===== config.mk =====
export PLATFORM = sky130hd
export DESIGN_NAME = rastreador_extremos
export DESIGN_NICKNAME = d
export VERILOG_FILES = /design/src/rtl/rastreador_extremos.sv
export SDC_FILE = /design/constraint.sdc
export NUM_CORES = 1
export LEC_CHECK = 0
export ABC_AREA = 1
export BUFFER_PORTS_ARGS = -buffer_cell sky130_fd_sc_hd__buf_2
export CAP_MARGIN = 15
export CORE_UTILIZATION = 35
export CTS_CLUSTER_DIAMETER = 150
export DETAILED_ROUTE_END_ITERATION = 8
export PLACE_DENSITY_LB_ADDON = 0.2
export SETUP_SLACK_MARGIN = 0.2
export SLEW_MARGIN = 20
export SYNTH_ARGS = -nofsm -noshare
export SYNTH_HDL_FRONTEND = slang
export SYNTH_SLANG_ARGS = --single-unit

===== constraint.sdc =====
create_clock -name clk -period 3.2 [get_ports clk]
set_clock_uncertainty 0.1 [all_clocks]
set_input_delay 0.32 -clock clk [delete_from_list [all_inputs] [get_ports clk]]
set_output_delay 0.32 -clock clk [all_outputs]
set_load 0.005 [all_outputs]

===== src/rtl/rastreador_extremos.sv =====
// Tracks running max, min and max-repeat count over a run of N_AMOSTRAS samples,
// using one external magnitude comparator shared between the max and min checks.
module rastreador_extremos #(
  parameter int LARGURA    = 4,
  parameter int N_AMOSTRAS = 8,
  localparam int LARG_CONT = $clog2(N_AMOSTRAS + 1)
) (
  input  logic                 clk,
  input  logic                 rst_n,
  input  logic                 iniciar,
  input  logic [LARGURA-1:0]   dado,
  input  logic                 dado_valido,
  output logic                 dado_pronto,
  output logic [LARGURA-1:0]   comp_A,
  output logic [LARGURA-1:0]   comp_B,
  input  logic                 comp_igual,
  input  logic                 comp_maior,
  input  logic                 comp_menor,
  output logic [LARGURA-1:0]   valor_maior,
  output logic [LARGURA-1:0]   valor_menor,
  output logic [LARG_CONT-1:0] repeticoes_maior,
  output logic [LARG_CONT-1:0] contagem,
  output logic                 concluido,
  output logic                 erro_comparador
);

  typedef enum logic [2:0] {
    OCIOSO  = 3'd0,
    ESPERA  = 3'd1,
    CMP_MAX = 3'd2,
    CMP_MIN = 3'd3,
    FIM     = 3'd4
  } estado_t;

  localparam logic [LARG_CONT-1:0] N_CONT = LARG_CONT'(N_AMOSTRAS);

  estado_t              estado;
  logic [LARGURA-1:0]   amostra;
  logic                 flags_ok;

  function automatic logic um_quente(input logic [2:0] f);
    return (f == 3'b100) || (f == 3'b010) || (f == 3'b001);
  endfunction

  function automatic logic [LARG_CONT-1:0] inc_sat(input logic [LARG_CONT-1:0] v);
    return (v == N_CONT) ? v : v + LARG_CONT'(1);
  endfunction

  assign flags_ok = um_quente({comp_igual, comp_maior, comp_menor});

  // Handshake ready and comparator operands are decoded from the state register
  always_comb begin
    dado_pronto = (estado == ESPERA);
    comp_A      = '0;
    comp_B      = '0;
    case (estado)
      CMP_MAX: begin
        comp_A = amostra;
        comp_B = valor_maior;
      end
      CMP_MIN: begin
        comp_A = amostra;
        comp_B = valor_menor;
      end
      default: begin
        comp_A = '0;
        comp_B = '0;
      end
    endcase
  end

  // Control FSM and result registers
  always_ff @(posedge clk or negedge rst_n) begin
    if (!rst_n) begin
      estado           <= OCIOSO;
      amostra          <= '0;
      valor_maior      <= '0;
      valor_menor      <= '0;
      repeticoes_maior <= '0;
      contagem         <= '0;
      concluido        <= 1'b0;
      erro_comparador  <= 1'b0;
    end else begin
      case (estado)
        OCIOSO, FIM: begin
          if (iniciar) begin
            valor_maior      <= '0;
            valor_menor      <= '0;
            repeticoes_maior <= '0;
            contagem         <= '0;
            concluido        <= 1'b0;
            erro_comparador  <= 1'b0;
            estado           <= ESPERA;
          end
        end
        ESPERA: begin
          if (dado_valido) begin
            amostra <= dado;
            // The first sample seeds both extremes without a comparison
            if (contagem == '0) begin
              valor_maior      <= dado;
              valor_menor      <= dado;
              repeticoes_maior <= LARG_CONT'(1);
              contagem         <= LARG_CONT'(1);
              if (N_AMOSTRAS == 1) begin
                concluido <= 1'b1;
                estado    <= FIM;
              end else begin
                estado    <= ESPERA;
              end
            end else begin
              estado <= CMP_MAX;
            end
          end
        end
        CMP_MAX: begin
          // A broken flag set counts as a tie so the max itself never moves on bad data
          if (!flags_ok) begin
            erro_comparador  <= 1'b1;
            repeticoes_maior <= inc_sat(repeticoes_maior);
          end else if (comp_maior) begin
            valor_maior      <= amostra;
            repeticoes_maior <= LARG_CONT'(1);
          end else if (comp_igual) begin
            repeticoes_maior <= inc_sat(repeticoes_maior);
          end
          estado <= CMP_MIN;
        end
        CMP_MIN: begin
          if (!flags_ok) begin
            erro_comparador <= 1'b1;
          end else if (comp_menor) begin
            valor_menor <= amostra;
          end
          contagem <= contagem + LARG_CONT'(1);
          if (contagem + LARG_CONT'(1) == N_CONT) begin
            concluido <= 1'b1;
            estado    <= FIM;
          end else begin
            estado    <= ESPERA;
          end
        end
        default: begin
          estado <= OCIOSO;
        end
      endcase
    end
  end

endmodule


* Word-level counts from Yosys, hierarchy flattened
Cells that the tools add are included.
Operators by class: multiplexer cells 29, multiply operators 0, bitwise gates (word level) 0, shift operators 0, add/sub/neg operators 2, reduce and logical (&&, ||, !) cells 18, div/mod/pow operators 0, order comparisons 0, equality and inequality tests 19
Operators with widths (count):
- $mux W4 | 14
- $pmux W4 S3 | 4
- $ne A2 B2 Y1 const B | 8
- $pmux W3 S4 | 1
- $reduce_and A6 Y1 | 2
- $eq A3 B2 Y1 const B | 3
- $mux W3 | 3
- $add A4 B1 Y4 const B | 2
- $eq A4 B4 Y1 const B | 2
- $pmux W4 S2 | 1
- $eq A3 B1 Y1 const B | 2
- $eq A3 B3 Y1 const B | 2
- $reduce_and A3 Y1 | 2
- $reduce_bool A3 Y1 | 2
- $reduce_and A5 Y1 | 1
- $logic_not A4 Y1 | 1
- $ne A4 B4 Y1 const B | 1
- $pmux W1 S2 | 2
- $reduce_and A2 Y1 | 2
- $reduce_and A4 Y1 | 1
- $reduce_bool A2 Y1 | 2
- $reduce_or A2 Y1 | 2
- $logic_not A3 Y1 | 1
- $mux W1 | 3
- 3 further kinds | 4
Storage, ports and cells: bits of input ports 11, output and inout port bits 27, bits in writable memories 0, bits in read-only memories 0, memories 0, word-level logic and storage cells 76, bits in latches 0, register bits 25

* Longest topological paths before layout
Gate-level depths: netlist (run 1).
depth in word-level cells 6, gate-level depth with buffers 10, gate-level depth less buffers 10

* Least setup slack after synthesis (run 1)
No wires, ideal clock.
path type register -> register, start register contagem[0], end register valor_menor[0], slack 1.678 ns, period minus slack after synthesis 1.522 ns, data required time 2.983 ns, library setup time 0.117 ns, stages on the path, launching flop included 10, data arrival time 1.305 ns, buffers on the path 0, path through dfrtp_1 inv_1 ha_1 nand2_1 nand2_1 nand2_1 nor2_1 nand2_1 nand2_1 nand2_1
Between the ends: longest elaborated chain between the ends 3
RTL lines:
- from (decl) | line 22 | output logic [LARG_CONT-1:0] contagem,
- from (signal assigned) | line 135 | contagem <= contagem + LARG_CONT'(1);
- $logic_not A4 Y1 | line 100 | if (contagem == '0) begin
- $ne A2 B1 Y1 (no line)
- $reduce_and A6 Y1 (no line)
- to (signal assigned) | line 102 | valor_menor <= dado;
- to (signal assigned) | line 133 | valor_menor <= amostra;
- to (decl) | line 20 | output logic [LARGURA-1:0] valor_menor,
Every way passes these cells. A chain may end at the register's enable or synchronous reset.

* Worst setup path after layout (run 1)
start register estado[2], end output comp_B[0]
Between the ends: longest elaborated chain between the ends 2, elaborated cells between the ends (all ways) 3, those cells by class eq/ne: 2; mux: 1
RTL lines:
- from (decl) | line 37 | estado_t estado;
- from (signal assigned) | line 75 | estado <= OCIOSO;
- from (signal assigned) | line 93 | estado <= ESPERA;
- from (signal assigned) | line 107 | estado <= FIM;
- $eq A3 B2 Y1 | line 56 | case (estado)
- $pmux W4 S2 * | line 56
- to (decl) | line 15 | output logic [LARGURA-1:0] comp_B,
Mark *: on every way between the ends. The rest lies on a longest branch, timed or not.

==> impl_metrics.csv, run 1 <==
group,metric,value,unit
outcome,run_status,"finished clean",
worst_setup_path,critical_path.max_fanout,12,
flow_run,maxCapViolCount,0,
pwr,p_per_area,796,nW/um^2
final_layout,area_growth,19.8,%
timing,finalMaxSlewViolations,0,
worst_setup_path,crit_type,"reg -> out",
worst_setup_path,critical_path.reg2reg.startpoint,"estado[2]",
grt,grt_antenna_before_repair,0,
clock_network,cts.clk_slew.worst_paths,0.09,ns
clock_network,clkSinkCount,25,
synth,synthTopCellsByArea,"dfrtp_1, nand2_1, inv_1, nor2_1, nand3_1",
timing,tns,0,ns
worst_setup_path,crit_path_end_kind,"output port",
grt,grt.total_usage,0.173,
final_layout,finalNetCount,268,
worst_setup_path,crit_family,"simple AND/OR/NAND/NOR gates",
worst_setup_path,cp-start-kind,"flop",
worst_setup_path,worst_r2r_endpoint,"valor_menor[2]",
final_layout,antennaDiodeCount,0,
worst_setup_path,worst_r2r_path_depth,7,
placement,io_buffers,37,
synth,yosysTopAreaCellShare,0.419,
clock_network,numCtsBuffers,3,
timing,hold_viol,0,
worst_hold_path,holdPathEnd,"amostra[2]",
pwr,p_leak,0.00103,uW
synth,synth_seq_cells,25,
synth,yosysWarnings,0,
worst_setup_path,cp_data_arrival_time,1.83,ns
detailed_routing,post_drt_wl_per_cell,11.7,um
timing,rsz0062_at_grt,"no",
detailed_routing,drcViolationCount,0,
clock_network,clock-root-buffer,"clkbuf_8",
clock_network,post_cts_resized,0,
detailed_routing,vias,1399,
timing,finalCritPeriodShare,0.703,
timing,fmax,444,MHz
floorplan,initial_core_util,0.368,
synth,synth_cells,210,
worst_hold_path,hold_path_depth,2,
worst_setup_path,slowest_stage,"nor2_1",
worst_setup_path,crit_cells,5,
detailed_routing,drt-total-wl,3520,um
grt,grt_max_degree,26,
worst_hold_path,worstHoldStart,"dado[2]",
placement,dp.final_hpwl,2730,um
final_layout,multi_input_area,758,um^2
worst_setup_path,cp.buffers_inverters,2,
final_layout,seq_area,626,um^2
timing,holdWs,0.198,ns
floorplan,io_pins,38,
synth,synth_nets,226,
detailed_routing,firstDrtPassIters,5,
synth,syn-cell-area,1490,um^2
clock_network,hold_buffers,1,
final_layout,fill_cells,420,
grt,grt_pass1_wl,5800,um
placement,gp_congestion,0.842,
pwr,ir_worst_vdd,0.000303,V
floorplan,rows,23,
synth,synth-seq-area-share,0.419,
clock_network,clkLatencyLatePin,0.27,ns
worst_setup_path,max_stage_delay,0.58,ns
worst_hold_path,hp-class,"in -> reg",
timing,setup_viol,0,
clock_network,post-cts-setup-buffer-count,0,
detailed_routing,first_iter_violations,83,
grt,grt_overflow,0,
clock_network,clockBufferDepth,2,
timing,worstMarginPinSlew,0.744,ns
floorplan,die_y,67.3,um
timing,maxSlewHeadroom,0.502,
synth,synthDistinctLibCells,19,
worst_setup_path,crit_chain,"inv_1 > nand2_4 > nor2_1 > a22o_1 > buf_2",
final_layout,drive_gt1_frac,0.187,
timing,post-route-min-period,2.25,ns
floorplan,dieArea,4530,um^2
floorplan,fp.dieW,67.3,um
detailed_routing,postRouteAntennaNets,0,
worst_setup_path,rrSetupSlack,1.22,ns
floorplan,coreArea,4060,um^2
clock_network,cts_tree,"built",
grt,grt_pass1_vias,1236,
synth,syn_area_per_cell,7.11,um^2
detailed_routing,vias_per_cell,4.65,
worst_setup_path,cp.required,2.78,ns
clock_network,cts_htree_levels,1,
synth,yosysTopAreaCell,"dfrtp_1",
## sequential cells by signal, summed over array words and instances, names as in the netlist
name and count:
repeticoes_maior 4, valor_menor 4, amostra 4, estado 3, concluido 1, contagem 4
valor_maior 4, erro_comparador 1
## cell usage after synthesis
| cell type | count |
|---|---|
| dfrtp_1 | 25 |
| o21ai_0 | 13 |
| nand2_4 | 1 |
| o21ai_2 | 1 |
| nand3_1 | 13 |
| nand4_1 | 6 |
| nand3b_1 | 1 |
| mux2_2 | 3 |
| nor2_1 | 19 |
| ha_1 | 5 |
| nor2_2 | 2 |
| a22o_1 | 4 |
| nand2_1 | 84 |
| inv_1 | 27 |
| buf_4 | 1 |
| xnor2_1 | 1 |
| o31ai_1 | 1 |
| o22ai_1 | 1 |
| a21oi_1 | 2 |
## per-stage QoR
| stage | cell area, um^2 | power (uW) | std cells | util | worst slack (ns) |
|---|---|---|---|---|---|
| after floorplan | 1490 | 1000 | 210 | - | 1.68 |
| after global placement | 1730 | 1240 | 296 | 0.427 | 1.29 |
| after detailed placement | 1730 | 1240 | 296 | 0.427 | 1.23 |
| after CTS | 1790 | 1440 | 301 | 0.441 | 0.932 |
| after global routing | 1790 | 1580 | 301 | 0.441 | 0.786 |
| final | 1790 | 1420 | 301 | 0.441 | 0.949 |
## placed cells by master, fill, tap and decap left out
cell and instances:
nand2_1 84, o31ai_1 1, buf_2 37, o21ai_2 1, clkbuf_1 1, ha_1 5
nand4_1 6, mux2_2 3, inv_1 27, dlygate4sd3_1 1, nand3b_1 1, nand3_1 13
dfrtp_1 25, nor2_2 2, o21ai_0 13, o22ai_1 1, nand2_4 1, a21oi_1 2
clkbuf_8 3, xnor2_1 1, nor2_1 19, a22o_1 4
## area by class of cell
class / instances / share of cell area
Tap cell: 50 / 0.0350
Timing Repair Buffer: 38 / 0.109
Clock buffer: 4 / 0.0252
Sequential cell: 25 / 0.350
Multi-Input combinational cell: 157 / 0.424
Inverter: 27 / 0.0567
## how the worst max path moves through the flow
stage | slack [ns] | startpoint | endpoint
after CTS | 0.93 | estado[2] | comp_B[0]
after global placement | 1.29 | estado[2] | comp_B[3]
after detailed placement | 1.23 | estado[2] | comp_B[0]
final | 0.95 | estado[2] | comp_B[0]
after global routing | 0.79 | estado[2] | comp_B[3]
after floorplan | 1.68 | contagem[0] | valor_menor[0]
## kinds of logic after synthesis
group	count (synthesis)	share of synthesized area
AND/OR/NAND/NOR	126	0.349
buffers and inverters	28	0.0729
flip-flops	25	0.419
AO/OA/AOI/OAI	22	0.0889
adder cells (fa/ha/maj)	5	0.0419
multiplexers	3	0.0226
XOR/XNOR	1	0.00587
## metal layers
| metal | up-vias | track usage | wire length, um |
|---|---|---|---|
| met4 | 0 | 0.0372 | 17 |
| li1 | 753 | - | - |
| met2 | 35 | 0.271 | 1560 |
| met1 | 609 | 0.240 | 1780 |
| met5 | - | 0 | 0 |
| met3 | 2 | 0.0422 | 158 |
## report_power, final
part / switching, uW / internal, uW / leakage [uW] / total, uW
combinational: 464 / 252 / 0.000681 / 716
clock: 99.7 / 89.0 / 0.0000228 / 189
sequential: 100 / 418 / 0.000326 / 518
total: 664 / 759 / 0.00103 / 1420
(Power assumes the default switching activity.)
==> inputs of run 2 (changes only) <==
--- a/config.mk
+++ b/config.mk
@@ -5,7 +5,7 @@
 export SDC_FILE = /design/constraint.sdc
 export NUM_CORES = 1
 export LEC_CHECK = 0
-export ABC_AREA = 1
+export ABC_AREA = 0
 export BUFFER_PORTS_ARGS = -buffer_cell sky130_fd_sc_hd__buf_2
 export CAP_MARGIN = 15
 export CORE_UTILIZATION = 35
==> constraint.sdc (replaced) <==
create_clock -name clk -period 2.3 [get_ports clk]
set_clock_uncertainty 0.1 [all_clocks]
set_input_delay 0.23 -clock clk [delete_from_list [all_inputs] [get_ports clk]]
set_output_delay 0.23 -clock clk [all_outputs]
set_load 0.005 [all_outputs]
==> run 2 against run 1 <==
  * Power is 57% higher
  * Synthesized area is 3.2% higher
  * Global-route usage is 0.64 points higher
==> impl_metrics.csv, run 2 <==
group,metric,value,unit
grt,grt_overflow,0,
synth,synth-main-ff-cell,"dfrtp_1",
pwr,p_per_area,1190,nW/um^2
final_layout,final_common_cell,"buf_2",
clock_network,clkSinkCount,25,
clock_network,cts_htree_levels,1,
final_layout,antennaDiodeCount,0,
pwr,p_leak,0.000916,uW
synth,synth_nets,174,
outcome,run_status,"finished clean",
worst_setup_path,worst_r2r_path_depth,4,
clock_network,clockBufferDepth,2,
placement,place_area,1810,um^2
grt,grt_max_degree,26,
worst_setup_path,cp.required,2.37,ns
synth,yosysTopAreaCell,"dfrtp_1",
detailed_routing,firstDrtPassIters,4,
timing,worstMarginPinSlew,0.596,ns
worst_hold_path,worstHoldStart,"dado[0]",
floorplan,rows,23,
synth,syn-cell-area,1540,um^2
pwr,power.share.sequential,0.337,
pwr,power_switching,890,uW
detailed_routing,first_iter_violations,39,
worst_setup_path,crit_type,"reg -> reg",
final_layout,utilization,0.456,
floorplan,fp.dieW,68.3,um
synth,synth_seq_cells,25,
floorplan,initial_core_util,0.374,
grt,grt_pass1_vias,1318,
worst_setup_path,rrSetupSlack,0.31,ns
pwr,internal_power,1340,uW
pwr,clkPwrFrac,0.120,
detailed_routing,drt-total-wl,3690,um
final_layout,finalNetCount,219,
pwr,p_comb_frac,0.543,
final_layout,area_growth,21.8,%
floorplan,die_y,68.3,um
detailed_routing,postRouteAntennaNets,0,
worst_setup_path,cp-startpoint,"estado[0]",
floorplan,io_pins,38,
clock_network,cts.clk_slew.worst_paths,0.09,ns
timing,hold_viol,0,
grt,grt_pass1_wl,6110,um
synth,yosysMostFrequentCell,"dfrtp_1",
final_layout,drive_gt1_frac,0.347,
synth,synth-async-reset-ratio,1.00,
final_layout,layout_common_cells,"buf_2, dfrtp_1, nor2_1",
synth,synth-seq-area-share,0.406,
timing,finalCritPeriodShare,0.864,
timing,tns,0,ns
timing,post-route-min-period,1.99,ns
final_layout,fin_area,1880,um^2
detailed_routing,drcViolationCount,0,
pwr,power,2230,uW
timing,maxSlewHeadroom,0.603,
timing,rsz0062_at_grt,"no",
placement,io_buffers,37,
grt,grt.total_usage,0.180,
detailed_routing,vias_per_cell,5.38,
grt,grt_antenna_before_repair,0,
synth,syn_area_per_cell,9.75,um^2
worst_setup_path,cp-start-kind,"flop",
synth,yosysWarnings,0,
synth,synth_cells,158,
placement,gp_congestion,0.772,
pwr,ir_worst_vdd,0.000456,V
timing,fmax,503,MHz
synth,synthTopCellsByArea,"dfrtp_1, mux2_2, a22o_1, ha_1, o21ai_0",
worst_hold_path,holdPathEnd,"amostra[0]",
synth,yosysTopAreaCellShare,0.406,
floorplan,coreArea,4120,um^2
clock_network,cts_tree,"built",
floorplan,dieArea,4670,um^2
worst_setup_path,crit_path_end_kind,"flop",
clock_network,clock-root-buffer,"clkbuf_8",
clock_network,clkLatencyLatePin,0.27,ns
synth,synthDistinctLibCells,41,
synth,synthTopCellsByCount,"dfrtp_1, nor2_1, mux2_2, nand2_1",
detailed_routing,post_drt_wl_per_cell,14.6,um
worst_setup_path,critical_path.max_fanout,9,
timing,setup_viol,0,
worst_setup_path,cp_data_arrival_time,2.05,ns
pwr,switching_share,0.399,
worst_setup_path,critical_path.reg2reg.startpoint,"estado[0]",
flow_run,maxCapViolCount,0,
detailed_routing,vias,1355,
worst_hold_path,hold_path_depth,2,
placement,dp.final_hpwl,2800,um
clock_network,numCtsBuffers,3,
worst_hold_path,hp-class,"in -> reg",
worst_setup_path,worst_r2r_endpoint,"valor_menor[2]",
synth,synth_edf_count,0,
timing,finalMaxSlewViolations,0,
run 2: changes by cell type after synthesis, moves of 9 or more:
cell	delta
nand3_1	-9
nand2_1	-72
mux2_2	+9
inv_1	-22
run 2: cell families after synthesis:
logic type / share of synthesized area
fa+ha+maj: 0.0406
compound gates: 0.189
simple gates: 0.205
buf+inv: 0.0398
flops: 0.406
mux: 0.114
xor+xnor: 0.00569
run 2: how the worst max path moves through the flow:
| stage | to | slack (ns) | cells after the start |
|---|---|---|---|
| 2_1_floorplan | repeticoes_maior[0] | 0.35 | 8 |
| 3_3_place_gp | repeticoes_maior[3] | 0.23 | 7 |
| 3_5_place_dp | repeticoes_maior[3] | 0.19 | 7 |
| 4_1_cts | repeticoes_maior[3] | 0.25 | 5 |
| 5_1_grt | valor_menor[2] | 0.20 | 7 |
| 6_report | valor_menor[2] | 0.31 | 4 |
run 2: through the flow:
stage          hold WS [ns]  setup WS [ns]  instances
2_1_floorplan        -0.166          0.349        158
3_3_place_gp          0.166          0.231        247
3_5_place_dp          0.167          0.189        247
4_1_cts               0.117          0.254        252
5_1_grt               0.117          0.205        252
6_report              0.119          0.314        252
run 2: worst max-delay path, stage by stage (launching register included):
cell and delay (ns):
dfrtp_2 0.48, or3b_4 0.42, o21ai_0 0.17, a21boi_2 0.34, mux2_2 0.36
run 2: timing repair:
| item | 4_1_cts | 5_1_grt |
|---|---|---|
| setup endpoints to repair | 3 | 9 |
| hold buffers | 1 | 0 |
| setup buffers | 0 | 0 |
| hold endpoints to repair | 25 | 0 |
| gates resized for setup | 1 | 2 |
run 2: power by group through the flow:
stage | registers [uW] | clock network (uW) | logic [uW]
CTS | 752 | 275 | 1210
finish | 752 | 268 | 1210
global route | 779 | 299 | 1350
detailed placement | 757 | 0 | 1200
global placement | 749 | 0 | 1180
floorplan | 738 | 0 | 839
run 2: area by class of cell:
| type | count | area [um^2] |
|---|---|---|
| Inverter | 6 | 22.5 |
| Fill cell | 408 | 2240 |
| Sequential cell | 25 | 627 |
| Tap cell | 50 | 62.6 |
| Multi-Input combinational cell | 121 | 863 |
| Timing Repair Buffer | 46 | 255 |
| Clock buffer | 4 | 45.0 |
run 2: layer usage:
layer | vias to the layer above | wire [um] | part of all wire | track usage
met5 | - | 0 | 0 | 0
met4 | 0 | 41 | 0.011 | 0.0781
met3 | 5 | 129 | 0.035 | 0.0367
met2 | 34 | 1810 | 0.49 | 0.305
met1 | 665 | 1710 | 0.46 | 0.217
li1 | 651 | - | - | -
==> inputs of run 3 (changes only) <==
--- a/config.mk
+++ b/config.mk
@@ -11,7 +11,8 @@
 export CORE_UTILIZATION = 35
 export CTS_CLUSTER_DIAMETER = 150
 export DETAILED_ROUTE_END_ITERATION = 8
-export PLACE_DENSITY_LB_ADDON = 0.2
+export PLACE_DENSITY = 0.56
+export REMOVE_ABC_BUFFERS = 1
 export SETUP_SLACK_MARGIN = 0.2
 export SLEW_MARGIN = 20
 export SYNTH_ARGS = -nofsm -noshare
==> constraint.sdc (replaced) <==
create_clock -name clk -period 2.3 [get_ports clk]
set_clock_uncertainty 0.1 [all_clocks]
set_input_delay 0.115 -clock clk [delete_from_list [all_inputs] [get_ports clk]]
set_output_delay 0.115 -clock clk [all_outputs]
set_load 0.005 [all_outputs]
==> run 3 against run 2 <==
  * Critical path depth unchanged
  * Core utilization is 0.24 points higher
  * Sequential cell count unchanged
  * Worst setup slack better by 0.016 ns
  * Routed wire length shrank 3.0%
  * Sequential share of layout area shrank 0.18 points
  * Via count shrank 0.81%
  * Hold slack worse by 0.10 ns
  * Fmax grew 0.83%
  * Final area increased by 0.53%
  * Die area unchanged
==> impl_metrics.csv, run 3 (synthesized netlist as in run 2, its figures left out) <==
group,metric,value,unit
clock_network,cts.clk_slew.worst_paths,0.09,ns
final_layout,instances_no_fill,252,
placement,dp.final_hpwl,2790,um
worst_setup_path,cp.required,2.36,ns
placement,dp_cells,246,
grt,grt_use_met3,0.0233,
placement,gp_congestion,0.765,
floorplan,initial_core_util,0.374,
detailed_routing,drcViolationCount,0,
pwr,p_per_area,1180,nW/um^2
detailed_routing,vias_per_cell,5.33,
grt,grt_antenna_before_repair,0,
timing,rsz0062_at_grt,"no",
worst_hold_path,hp-class,"in -> reg",
clock_network,clockBufferDepth,2,
detailed_routing,first_iter_violations,42,
grt,grt_max_degree,26,
worst_setup_path,critical_path.max_fanout,6,
worst_setup_path,cp_data_arrival_time,2.03,ns
floorplan,dieArea,4670,um^2
placement,post-place-ws,0.154,ns
worst_setup_path,worst_r2r_path_depth,4,
floorplan,fp.dieW,68.3,um
timing,finalCritPeriodShare,0.857,
timing,setup_viol,0,
detailed_routing,postRouteAntennaNets,0,
final_layout,multi_input_area,870,um^2
floorplan,coreArea,4120,um^2
worst_setup_path,crit_type,"reg -> reg",
worst_setup_path,rrSetupSlack,0.33,ns
detailed_routing,vias,1344,
pwr,ir_worst_vdd,0.000590,V
clock_network,clock-root-buffer,"clkbuf_8",
grt,grt.total_usage,0.175,
pwr,power,2220,uW
floorplan,rows,23,
timing,worstMarginPinSlew,0.568,ns
final_layout,antennaDiodeCount,0,
detailed_routing,firstDrtPassIters,4,
final_layout,fin_area,1890,um^2
clock_network,numCtsBuffers,3,
timing,post-route-min-period,1.97,ns
final_layout,drive_gt1_frac,0.347,
timing,fmax,508,MHz
timing,tns,0,ns
grt,busiest_layer,"met2",
final_layout,finalNetCount,219,
detailed_routing,drt-total-wl,3570,um
clock_network,clkSinkCount,25,
final_layout,area_growth,22.4,%
floorplan,die_y,68.3,um
grt,met2_usage,0.308,
grt,grtUsageMet1,0.208,
worst_setup_path,crit_path_end_kind,"flop",
timing,post-route-worst-setup-slack,0.330,ns
timing,finalMaxSlewViolations,0,
grt,grt_pass1_vias,1348,
floorplan,io_pins,38,
pwr,p_leak,0.000918,uW
worst_setup_path,cp-start-kind,"flop",
timing,maxSlewHeadroom,0.621,
worst_hold_path,hold_path_depth,2,
clock_network,cts_tree,"built",
grt,grt_overflow,0,
placement,io_buffers,37,
final_layout,layout_common_cells,"buf_2, dfrtp_1, nor2_1",
clock_network,cts_htree_levels,1,
outcome,run_status,"finished clean",
final_layout,fill_cells,406,
clock_network,clkLatencyLatePin,0.27,ns
final_layout,final_common_cell,"buf_2",
detailed_routing,post_drt_wl_per_cell,14.2,um
final_layout,seq_area,627,um^2
flow_run,maxCapViolCount,0,
grt,grt_pass1_wl,5980,um
placement,place_area,1800,um^2
timing,hold_viol,0,
[run 3: cell types whose count changed in the layout (fill, tap and decap cells not counted), sizes merged]
cell,previous run,this run
clkbuf,4,3
buf,45,44
dlygate4sd3,1,2
clkinv,1,2
[run 3: repair_timing]
item	CTS	global route
hold buffers	2	0
hold endpoints to repair	26	0
gates resized for setup	1	3
buffers inserted	0	0
endpoints found under the setup margin	7	9
[run 3: routing by layer]
layer / vias to the layer above / wire length, um
met5: - / 0
met4: 0 / 70
met3: 7 / 205
met2: 40 / 1750
met1: 638 / 1550
li1: 659 / -
[run 3: report_power, final]
part           switching (uW)  internal [uW]
Combinational             591            618
Sequential                151            599
Clock                     141            121
[run 3: layout make-up]
class                      instances  share of cell area
multi-input combinational        121               0.461
sequential                        25               0.332
timing repair buffer              46               0.137
tap                               50              0.0332
clock buffer                       3              0.0219
inverter                           6              0.0119
clock inverter                     1             0.00265
[run 3: final timing paths]
path	from	endpoint
worst min register to register	concluido	concluido
min in group asynchronous	rst_n	estado[2]
worst min-delay path	dado[2]	amostra[2]
worst max-delay path	estado[0]	valor_menor[3]
worst max register to register	estado[0]	valor_menor[3]
max in group asynchronous	rst_n	estado[0]
[run 3: stage by stage]
stage	hold slack, ns	utilization
after detailed placement	0.0440	0.438
after global placement	0.0478	0.438
final	0.0192	0.458
after CTS	0.0133	0.455
after floorplan	-0.281	-
after global routing	0.0227	0.458
[run 3: critical path, cell delays in order (launching register included)]
cell and delay, ns:
dfrtp_2 0.47, or3b_4 0.42, o21ai_0 0.18, a21boi_2 0.33, mux2_2 0.37
